File: config.mk
export PLATFORM = sky130hd
export DESIGN_NAME = acc_sched_flat
export DESIGN_NICKNAME = d
export VERILOG_FILES = /design/src/rtl/acc_sched_if.sv /design/src/rtl/acc_sched.sv /design/src/flat_wrapper.sv
export SDC_FILE = /design/constraint.sdc
export NUM_CORES = 1
export LEC_CHECK = 0
export BUFFER_PORTS_ARGS = -buffer_cell sky130_fd_sc_hd__buf_2
export CELL_PAD_IN_SITES_DETAIL_PLACEMENT = 0
export CELL_PAD_IN_SITES_GLOBAL_PLACEMENT = 1
export CORE_MARGIN = 2
export CORE_UTILIZATION = 29
export DETAILED_ROUTE_END_ITERATION = 12
export PLACE_DENSITY = 0.66
export SKIP_LAST_GASP = 1
export SYNTH_ARGS = -nofsm -noshare
export SYNTH_HDL_FRONTEND = slang
export SYNTH_SLANG_ARGS = --single-unit
File: constraint.sdc
create_clock -name clk -period 5.4 [get_ports clk]
set_input_delay 1.35 -clock clk [delete_from_list [all_inputs] [get_ports clk]]
set_output_delay 1.35 -clock clk [all_outputs]
set_load 0.03 [all_outputs]
File: src/rtl/acc_sched_if.sv
// Control bundle between the PE array, the accumulator running-sum register
// and the output-row writeback for the acc_sched sequencer.
// slave modport: the sequencer side. master modport: the driving environment.
interface acc_sched_if #(
    parameter int CH_W  = 10,
    parameter int ROW_W = 6
);
    // job control
    logic             start_i;
    logic [CH_W-1:0]  cin_num_i;
    logic [ROW_W-1:0] row_num_i;
    logic             busy_o;
    logic             done_o;

    // beat admission from the PE array
    logic             in_valid_i;
    logic             in_ready_o;
    logic [CH_W-1:0]  ch_idx_o;

    // running-sum register strobes
    logic             acc_vld_o;
    logic             acc_first_o;
    logic             acc_last_o;

    // finished-row handoff to writeback
    logic             row_valid_o;
    logic             row_ready_i;
    logic [ROW_W-1:0] row_idx_o;

    // stall statistics
    logic [31:0]      perf_stall_o;

    modport slave (
        input  start_i, cin_num_i, row_num_i, in_valid_i, row_ready_i,
        output busy_o, done_o, in_ready_o, ch_idx_o,
               acc_vld_o, acc_first_o, acc_last_o,
               row_valid_o, row_idx_o, perf_stall_o
    );

    modport master (
        output start_i, cin_num_i, row_num_i, in_valid_i, row_ready_i,
        input  busy_o, done_o, in_ready_o, ch_idx_o,
               acc_vld_o, acc_first_o, acc_last_o,
               row_valid_o, row_idx_o, perf_stall_o
    );
endinterface

File: src/rtl/acc_sched.sv
// acc_sched: control-only sequencer for the 3-stage row-partial accumulator.
// Admits one beat per input channel for each output row, tracks every beat
// through the fixed 3-cycle accumulator with a tag shift register, drives the
// running-sum first/last/valid strobes and hands finished rows to writeback.
// Optional feature: define ACC_SCHED_PERF_EN to enable the stall counter on
// perf_stall_o; otherwise perf_stall_o is tied to zero.
module acc_sched #(
    parameter int CH_W     = 10,
    parameter int ROW_W    = 6,
    parameter int PIPE_LAT = 3
) (
    input  logic         clk,
    input  logic         rst_n,
    acc_sched_if.slave   bus
);

    // The tag pipe below is hand-built for exactly three stages.
    generate
        if (PIPE_LAT != 3) begin : g_bad_pipe_lat
            $error("acc_sched supports PIPE_LAT == 3 only");
        end
    endgenerate

    typedef enum logic [1:0] {
        IDLE  = 2'd0,
        RUN   = 2'd1,
        DRAIN = 2'd2,
        WB    = 2'd3
    } state_t;

    state_t           state;
    state_t           next_state;

    logic [CH_W-1:0]  cin_num;
    logic [ROW_W-1:0] row_num;
    logic [CH_W-1:0]  ch_idx;
    logic [ROW_W-1:0] row_idx;
    logic             in_ready_q;
    logic             done_q;
    logic             row_valid;
    logic             busy;

    logic             vld_p0, first_p0, last_p0;
    logic             vld_p1, first_p1, last_p1;
    logic             vld_p2, first_p2, last_p2;

    logic             counts_ok;
    logic             start_ok;
    logic             start_zero;
    logic             beat_hs;
    logic             beat_first;
    logic             beat_last;
    logic             row_hs;
    logic             row_last;

    assign counts_ok  = (bus.cin_num_i != '0) && (bus.row_num_i != '0);
    assign start_ok   = (state == IDLE) && bus.start_i && counts_ok;
    assign start_zero = (state == IDLE) && bus.start_i && !counts_ok;
    // in_ready_q is only ever set while in RUN, so it qualifies the handshake alone
    assign beat_hs    = in_ready_q && bus.in_valid_i;
    assign beat_first = (ch_idx == '0);
    assign beat_last  = (ch_idx == cin_num - CH_W'(1));
    assign row_hs     = (state == WB) && bus.row_ready_i;
    assign row_last   = (row_idx == row_num - ROW_W'(1));

    // Next-state selection and state-decoded outputs.
    always_comb begin
        next_state = state;
        row_valid  = 1'b0;
        busy       = 1'b1;
        unique case (state)
            IDLE: begin
                busy = 1'b0;
                if (start_ok) next_state = RUN;
            end
            RUN: begin
                if (beat_hs && beat_last) next_state = DRAIN;
            end
            DRAIN: begin
                if (vld_p2 && last_p2) next_state = WB;
            end
            WB: begin
                row_valid = 1'b1;
                if (row_hs) next_state = row_last ? IDLE : RUN;
            end
            default: next_state = IDLE;
        endcase
    end

    // State register.
    always_ff @(posedge clk or negedge rst_n) begin
        if (!rst_n) state <= IDLE;
        else        state <= next_state;
    end

    // Registered ready and done strobes. The first RUN cycle of a job is the
    // count-latch cycle, so ready rises one cycle later; re-entry from WB is
    // ready immediately.
    always_ff @(posedge clk or negedge rst_n) begin
        if (!rst_n) begin
            in_ready_q <= 1'b0;
            done_q     <= 1'b0;
        end else begin
            in_ready_q <= (next_state == RUN) && (state != IDLE);
            done_q     <= start_zero || (row_hs && row_last);
        end
    end

    // Job counts and channel/row indices.
    always_ff @(posedge clk or negedge rst_n) begin
        if (!rst_n) begin
            cin_num <= '0;
            row_num <= '0;
            ch_idx  <= '0;
            row_idx <= '0;
        end else begin
            if (start_ok) begin
                cin_num <= bus.cin_num_i;
                row_num <= bus.row_num_i;
                ch_idx  <= '0;
                row_idx <= '0;
            end else begin
                if (beat_hs) ch_idx <= beat_last ? '0 : ch_idx + CH_W'(1);
                if (row_hs && !row_last) row_idx <= row_idx + ROW_W'(1);
            end
        end
    end

    // Tag pipe mirroring the accumulator: stage p0 -> p1 -> p2 (output).
    always_ff @(posedge clk or negedge rst_n) begin
        if (!rst_n) begin
            vld_p0 <= 1'b0; first_p0 <= 1'b0; last_p0 <= 1'b0;
            vld_p1 <= 1'b0; first_p1 <= 1'b0; last_p1 <= 1'b0;
            vld_p2 <= 1'b0; first_p2 <= 1'b0; last_p2 <= 1'b0;
        end else begin
            // stage 1: tag of the beat accepted this cycle, or an empty slot
            vld_p0   <= beat_hs;
            first_p0 <= beat_hs && beat_first;
            last_p0  <= beat_hs && beat_last;
            // stage 2
            vld_p1   <= vld_p0;
            first_p1 <= first_p0;
            last_p1  <= last_p0;
            // stage 3: aligned with the accumulator output
            vld_p2   <= vld_p1;
            first_p2 <= first_p1;
            last_p2  <= last_p1;
        end
    end

`ifdef ACC_SCHED_PERF_EN
    logic [31:0] perf_cnt;
    logic        stall_cyc;

    function automatic logic [31:0] sat_inc32(input logic [31:0] v);
        return (v == 32'hFFFF_FFFF) ? v : v + 32'd1;
    endfunction

    assign stall_cyc = ((state == RUN) && !bus.in_valid_i) ||
                       ((state == WB)  && !bus.row_ready_i);

    // Stall counter: cleared by an accepted start, frozen outside RUN/WB stalls.
    always_ff @(posedge clk or negedge rst_n) begin
        if (!rst_n)         perf_cnt <= '0;
        else if (start_ok)  perf_cnt <= '0;
        else if (stall_cyc) perf_cnt <= sat_inc32(perf_cnt);
    end

    assign bus.perf_stall_o = perf_cnt;
`else
    assign bus.perf_stall_o = '0;
`endif

    assign bus.in_ready_o  = in_ready_q;
    assign bus.acc_vld_o   = vld_p2;
    assign bus.acc_first_o = first_p2;
    assign bus.acc_last_o  = last_p2;
    assign bus.row_valid_o = row_valid;
    assign bus.row_idx_o   = row_idx;
    assign bus.ch_idx_o    = ch_idx;
    assign bus.busy_o      = busy;
    assign bus.done_o      = done_q;

endmodule

File: src/flat_wrapper.sv
// flat-port wrapper written by rule: the top's interface ports become plain ports
module acc_sched_flat 
#(
    parameter int CH_W     = 10,
    parameter int ROW_W    = 6,
    parameter int PIPE_LAT = 3
)
  (clk, rst_n, bus_start_i, bus_cin_num_i, bus_row_num_i, bus_in_valid_i, bus_row_ready_i, bus_busy_o, bus_done_o, bus_in_ready_o, bus_ch_idx_o, bus_acc_vld_o, bus_acc_first_o, bus_acc_last_o, bus_row_valid_o, bus_row_idx_o, bus_perf_stall_o);
  acc_sched_if #(.CH_W(CH_W), .ROW_W(ROW_W)) bus_i ();
  input  logic clk;
  input  logic rst_n;
  input wire logic [$bits(bus_i.start_i)-1:0] bus_start_i;
  input wire logic [$bits(bus_i.cin_num_i)-1:0] bus_cin_num_i;
  input wire logic [$bits(bus_i.row_num_i)-1:0] bus_row_num_i;
  input wire logic [$bits(bus_i.in_valid_i)-1:0] bus_in_valid_i;
  input wire logic [$bits(bus_i.row_ready_i)-1:0] bus_row_ready_i;
  output wire logic [$bits(bus_i.busy_o)-1:0] bus_busy_o;
  output wire logic [$bits(bus_i.done_o)-1:0] bus_done_o;
  output wire logic [$bits(bus_i.in_ready_o)-1:0] bus_in_ready_o;
  output wire logic [$bits(bus_i.ch_idx_o)-1:0] bus_ch_idx_o;
  output wire logic [$bits(bus_i.acc_vld_o)-1:0] bus_acc_vld_o;
  output wire logic [$bits(bus_i.acc_first_o)-1:0] bus_acc_first_o;
  output wire logic [$bits(bus_i.acc_last_o)-1:0] bus_acc_last_o;
  output wire logic [$bits(bus_i.row_valid_o)-1:0] bus_row_valid_o;
  output wire logic [$bits(bus_i.row_idx_o)-1:0] bus_row_idx_o;
  output wire logic [$bits(bus_i.perf_stall_o)-1:0] bus_perf_stall_o;
  assign bus_i.start_i = bus_start_i;
  assign bus_i.cin_num_i = bus_cin_num_i;
  assign bus_i.row_num_i = bus_row_num_i;
  assign bus_i.in_valid_i = bus_in_valid_i;
  assign bus_i.row_ready_i = bus_row_ready_i;
  assign bus_busy_o = bus_i.busy_o;
  assign bus_done_o = bus_i.done_o;
  assign bus_in_ready_o = bus_i.in_ready_o;
  assign bus_ch_idx_o = bus_i.ch_idx_o;
  assign bus_acc_vld_o = bus_i.acc_vld_o;
  assign bus_acc_first_o = bus_i.acc_first_o;
  assign bus_acc_last_o = bus_i.acc_last_o;
  assign bus_row_valid_o = bus_i.row_valid_o;
  assign bus_row_idx_o = bus_i.row_idx_o;
  assign bus_perf_stall_o = bus_i.perf_stall_o;
  acc_sched #(.CH_W(CH_W), .ROW_W(ROW_W), .PIPE_LAT(PIPE_LAT)) u_core (.clk(clk), .rst_n(rst_n), .bus(bus_i));
endmodule
Yosys cells after proc, flatten, opt, wreduce, memory -nomap -nowiden
Index checks and enable logic that the tools add are counted.
Operators by class
  reduce and logical (&&, ||, !) cells: 22
  $add $sub $neg: 4
  multiplexer cells: 13
  equal/unequal tests: 6
Operators with widths (number)
  $mux 10: 3
  $logic_and 1x1->1: 12
  $mux 6: 2
  $add 10x1->10 const B: 1
  $eq 10x10->1: 1
  $logic_not 10->1: 1
  $reduce_bool 10->1: 1
  $sub 10x1->10 const B: 1
  $mux 2: 4
  $pmux 2 s4: 1
  $add 6x1->6 const B: 1
  $eq 6x6->1: 1
  $reduce_bool 2->1: 3
  $reduce_bool 6->1: 1
  $sub 6x1->6 const B: 1
  $eq 2x1->1 const B: 2
  $eq 2x2->1 const B: 2
  $mux 1: 3
  $logic_not 1->1: 2
  $logic_not 2->1: 1
  $logic_or 1x1->1: 1
Word-level totals
  input bits: 21
  output and inout port bits: 55
  logic and storage cells: 61
  flip-flop bits (word level): 45

Longest topological paths before layout
  word-level depth: 7
  gate-level depth with buffers: 9
  mapped depth without buffers: 8

Worst setup path before layout
No wires, ideal clock.
  path kind: input -> register
  start point: input port bus_row_num_i[3]
  end point: register u_core.state[0]
  slack: 2.529 ns
  buffers on the path: 1
  required time: 5.250 ns
  cell stages on the path: 6
  library setup time: 0.150 ns
  data arrival time: 2.721 ns
  cells stage by stage: or4_1 > nor3_1 > a31oi_1 > nand3_1 > clkbuf_1 > o221ai_1
Between the ends
  longest elaborated chain between the ends: 5
Ends and longest elaborated chain
  start: declaration: RTL line flat_wrapper.sv:14  | input wire logic [$bits(bus_i.row_num_i)-1:0] bus_row_num_i;
  $reduce_bool 6->1: RTL line acc_sched.sv:56  | assign counts_ok = (bus.cin_num_i != '0) && (bus.row_num_i != '0);
  $logic_and 1x1->1: RTL line acc_sched.sv:56
  $logic_and 1x1->1: RTL line acc_sched.sv:57  | assign start_ok = (state == IDLE) && bus.start_i && counts_ok;
  $mux 2: RTL line acc_sched.sv:74  | if (start_ok) next_state = RUN;
  $pmux 2 s4: RTL line acc_sched.sv:71  | unique case (state)
  net u_core.next_state[0]: RTL line acc_sched.sv:32  | state_t next_state;
  end signal: assignment: RTL line acc_sched.sv:93  | else state <= next_state;
  end: declaration: RTL line acc_sched.sv:31  | state_t state;
The timed path passes the listed nets, and every way through them passes these cells.
A chain may end at the register's enable or synchronous reset.

Worst setup path after layout
  start point: input port bus_row_num_i[3]
  end point: register u_core.ch_idx[0], in the netlist u_core.bus.ch_idx_o[0]
Between the ends
  longest elaborated chain between the ends: 4
  elaborated cells on any way between the ends: 5
  those cells by class: mux: 1; reduce/logical: 4
Ends and longest elaborated chain
  $reduce_bool 6->1 (*): RTL line acc_sched.sv:56
  $logic_and 1x1->1 (*): RTL line acc_sched.sv:56
  $logic_and 1x1->1 (*): RTL line acc_sched.sv:57
  $mux 10 or $reduce_bool 2->1 (tied branches)
  end signal: assignment: RTL line acc_sched.sv:123  | if (beat_hs) ch_idx <= beat_last ? '0 : ch_idx + CH_W'(1);
  end: declaration: RTL line acc_sched.sv:36  | logic [CH_W-1:0] ch_idx;
Every way passes the cells marked *; elsewhere a longest branch is shown, timed or not.

==> results.json <==
{
  "finalCritPeriodShare": 0.570,
  "total_count_of_max_transition_violations_in_the_final_report": 0,
  "core_um2": 9150,
  "setup_ws_ns": 2.32,
  "detail_route.vias_per_cell": 4.60,
  "routed_wl_um": 5960,
  "globalplace.congestion": 0.790,
  "run_status": "finished clean",
  "critPathSlowestCell": "sky130_fd_sc_hd__nand3_1",
  "post_synth_fa_ha_maj_area_fraction": 0.0230,
  "drive_above_1_share": 0.186,
  "yosysSeqAreaShare": 0.414,
  "num_antenna_cells": 0,
  "area_growth_syn_to_fin_pct": 11.3,
  "initial_utilization": 0.297,
  "synth.top_cells.by_area": "sky130_fd_sc_hd__dfrtp_1 (41%), sky130_fd_sc_hd__buf_4 (8.8%), sky130_fd_sc_hd__nand2_1 (7.6%), sky130_fd_sc_hd__xnor2_1 (7.1%), sky130_fd_sc_hd__ha_1 (2.3%)",
  "cts-hold-fix-buffers": 0,
  "fp.dieArea_um2": 10200,
  "report.final.hold_viol_count": 0,
  "relSlewSlack": 0.327,
  "top_usage_layer": "met2",
  "synthDistinctLibCells": 52,
  "synthTopCellsByCount": "sky130_fd_sc_hd__nand2_1 (55), sky130_fd_sc_hd__dfrtp_1 (45), sky130_fd_sc_hd__buf_4 (32)",
  "post-dp-hpwl_um": 4440,
  "clock-root-buffer": "sky130_fd_sc_hd__clkbuf_8",
  "routed-via-count": 2071,
  "synthMostInstantiatedCell": "sky130_fd_sc_hd__nand2_1",
  "timing.fmax_ghz": 0.325,
  "detail-route-antenna-nets": 0,
  "antenna_found_initial": 0,
  "cellPowerDensity_nw_per_um2": 390,
  "vdd_ir_drop_max_v": 0.000145,
  "clk-insertion-delay-late_ns": 0.30,
  "detailedRoute.firstIterationViolations": 86,
  "end_kind": "flop",
  "netlist_area_um2": 2720,
  "number_of_synthesized_flops_with_an_enable_pin": 0,
  "grt_pass1_vias": 1918,
  "synth-xor-area-share": 0.0934,
  "firstDrtPassIters": 6,
  "critPathMaxFanout": 18,
  "synthFlopType": "sky130_fd_sc_hd__dfrtp_1",
  "grt_setup_unrepaired": "false",
  "synth_area_in_compound_gates": 0.0989,
  "timing_worst_slew_pin_value_ns": 1.01,
  "ys_seq_elements": 45,
  "cts.htree.levels": 2,
  "critical-path-max-stage-delay_ns": 0.53,
  "die_w_um": 101,
  "timing.critical_path.arrival_ns": 3.29,
  "total_global_routing_track_utilization": 0.121,
  "cts.reportedPaths.clkPinSlew_ns": 0.09,
  "share_of_synthesized_area_spent_on_multiplexers": 0.00736,
  "synth-async-reset-ratio": 1.00,
  "grtUsageMet1": 0.171,
  "io_pins": 76,
  "grt_start_max_net_pins": 46,
  "critical_path_required_ns": 5.61,
  "die_y_um": 101,
  "post-cts-setup-buffer-count": 0,
  "layout.nets": 364,
  "placed_area_um2": 2910,
  "io_buffers": 43,
  "clock_sink_count": 45,
  "wl_per_cell_um": 13.2,
  "period_needed_ns": 3.08,
  "clockBufferDepth": 2,
  "final_area_um2": 3030,
  "grt_overflow_total": 0,
  "detail_route.drc_violations": 0,
  "global_route.usage.met2": 0.187,
  "globalRouteMet3Util": 0.0201,
  "worstSetupStartpointType": "input port",
  "cts_buffers": 5,
  "post-place-ws_ns": 1.97,
  "yosysWarnings": 0,
  "synth_top_family_by_area": "simple AND/OR/NAND/NOR gates",
  "floorplan.rows": 35,
  "yosys.area.top_type_share": 0.414,
  "clock-skew-final_ns": 0.0112,
  "post_cts.resized_instances": 0,
  "grt_pass1_wl_um": 9730,
  "synth_area_per_cell_um2": 9.12,
  "hold_ws_ns": 0.356,
  "finalSetupViolations": 0,
  "static-leakage-power_nw": 1.44,
  "synth-simple-area-share": 0.242,
  "tritoncts": "done",
  "type_of_the_most_critical_hold_path": "flop to flop",
  "synthCells": 298,
  "totalNegativeSetupSlack_ns": 0,
  "synth_largest_area_cell": "sky130_fd_sc_hd__dfrtp_1",
  "crit_path_cell_trace": "buf_2, or4_1, nor3_1, a31oi_1, nand3_1, o21ai_1, o31ai_1",
  "maxCapViolCount": 0,
  "worst-setup-path-type": "input port to flop"
}
## registers in the layout, summed over array words and instances, names as in the netlist
register and count:
u_core.bus.acc_first_o 1, u_core.bus.acc_last_o 1, u_core.bus.acc_vld_o 1, u_core.bus.ch_idx_o 10
u_core.bus.done_o 1, u_core.bus.in_ready_o 1, u_core.bus.row_idx_o 6, u_core.cin_num 10
u_core.first_p0 1, u_core.first_p1 1, u_core.last_p0 1, u_core.last_p1 1
u_core.row_num 6, u_core.state 2, u_core.vld_p0 1, u_core.vld_p1 1
## stage by stage
| step | total power [mW] | utilization | instances |
|---|---|---|---|
| after floorplan | 0.840 | - | 329 |
| after global placement | 0.928 | 0.318 | 442 |
| after detailed placement | 0.930 | 0.318 | 442 |
| after CTS | 1.19 | 0.331 | 450 |
| after global routing | 1.26 | 0.331 | 450 |
| final | 1.18 | 0.331 | 450 |
## final timing paths
path	start	to	cells after the start	slack, ns
max	bus_row_num_i[3]	u_core.bus.ch_idx_o[0]	7	2.32
min	u_core.vld_p1	u_core.bus.acc_vld_o	0	0.36
max reg2reg	u_core.cin_num[2]	u_core.state[0]	6	2.70
min reg2reg	u_core.vld_p1	u_core.bus.acc_vld_o	0	0.36
max in group asynchronous	rst_n	u_core.bus.row_idx_o[0]	1	3.55
min in group asynchronous	rst_n	u_core.bus.acc_first_o	1	1.21
## critical path, delay by kind of cell
family,cells,cell delay (ns)
AOI/OAI and AO/OA,3,0.59
and+or+nand+nor,3,1.25
buffers and inverters,1,0.10
## placed cells by master, fill, tap and decap left out, types with 3 or more instances in the layout
| master | instances |
|---|---|
| sky130_fd_sc_hd__o31ai_1 | 3 |
| sky130_fd_sc_hd__nor2b_1 | 3 |
| sky130_fd_sc_hd__nand4_1 | 5 |
| sky130_fd_sc_hd__clkbuf_8 | 5 |
| sky130_fd_sc_hd__o21ai_0 | 9 |
| sky130_fd_sc_hd__buf_2 | 43 |
| sky130_fd_sc_hd__nand2_1 | 55 |
| sky130_fd_sc_hd__conb_1 | 32 |
| sky130_fd_sc_hd__xnor2_1 | 22 |
| sky130_fd_sc_hd__dfrtp_1 | 45 |
| sky130_fd_sc_hd__ha_1 | 5 |
| sky130_fd_sc_hd__a31oi_1 | 4 |
| sky130_fd_sc_hd__xor2_1 | 7 |
| sky130_fd_sc_hd__a21oi_1 | 4 |
| sky130_fd_sc_hd__nand3_1 | 9 |
| sky130_fd_sc_hd__nor3_1 | 12 |
| sky130_fd_sc_hd__inv_1 | 10 |
| sky130_fd_sc_hd__nor4_1 | 5 |
| sky130_fd_sc_hd__nor2_1 | 16 |
## cells by family after synthesis
group	count (synthesis)
XOR/XNOR	29
AND/OR/NAND/NOR	127
buffers and inverters	53
other	1
AO/OA/AOI/OAI	36
multiplexers	2
adder cells (fa/ha/maj)	5
flip-flops	45
## power breakdown
group          switching, mW  leakage [nW]  internal (mW)  total, mW
clock network          0.122        0.0554          0.139      0.261
registers             0.0963         0.575          0.397      0.493
logic                  0.268         0.808          0.159      0.427
## area by class of cell
| type | count | area [um2] |
|---|---|---|
| Fill cell | 959 | 6130 |
| Clock buffer | 6 | 72.6 |
| Multi-Input combinational cell | 231 | 1390 |
| Clock inverter | 2 | 38.8 |
| Sequential cell | 45 | 1130 |
| Inverter | 11 | 41.3 |
| Timing Repair Buffer | 44 | 223 |
| Tap cell | 111 | 139 |
## metal layers
metal	wire [um]	share of wire
met1	2990	0.50
met3	252	0.042
met4	89	0.015
met2	2630	0.44
met5	0	0
(Power assumes the default switching activity.)
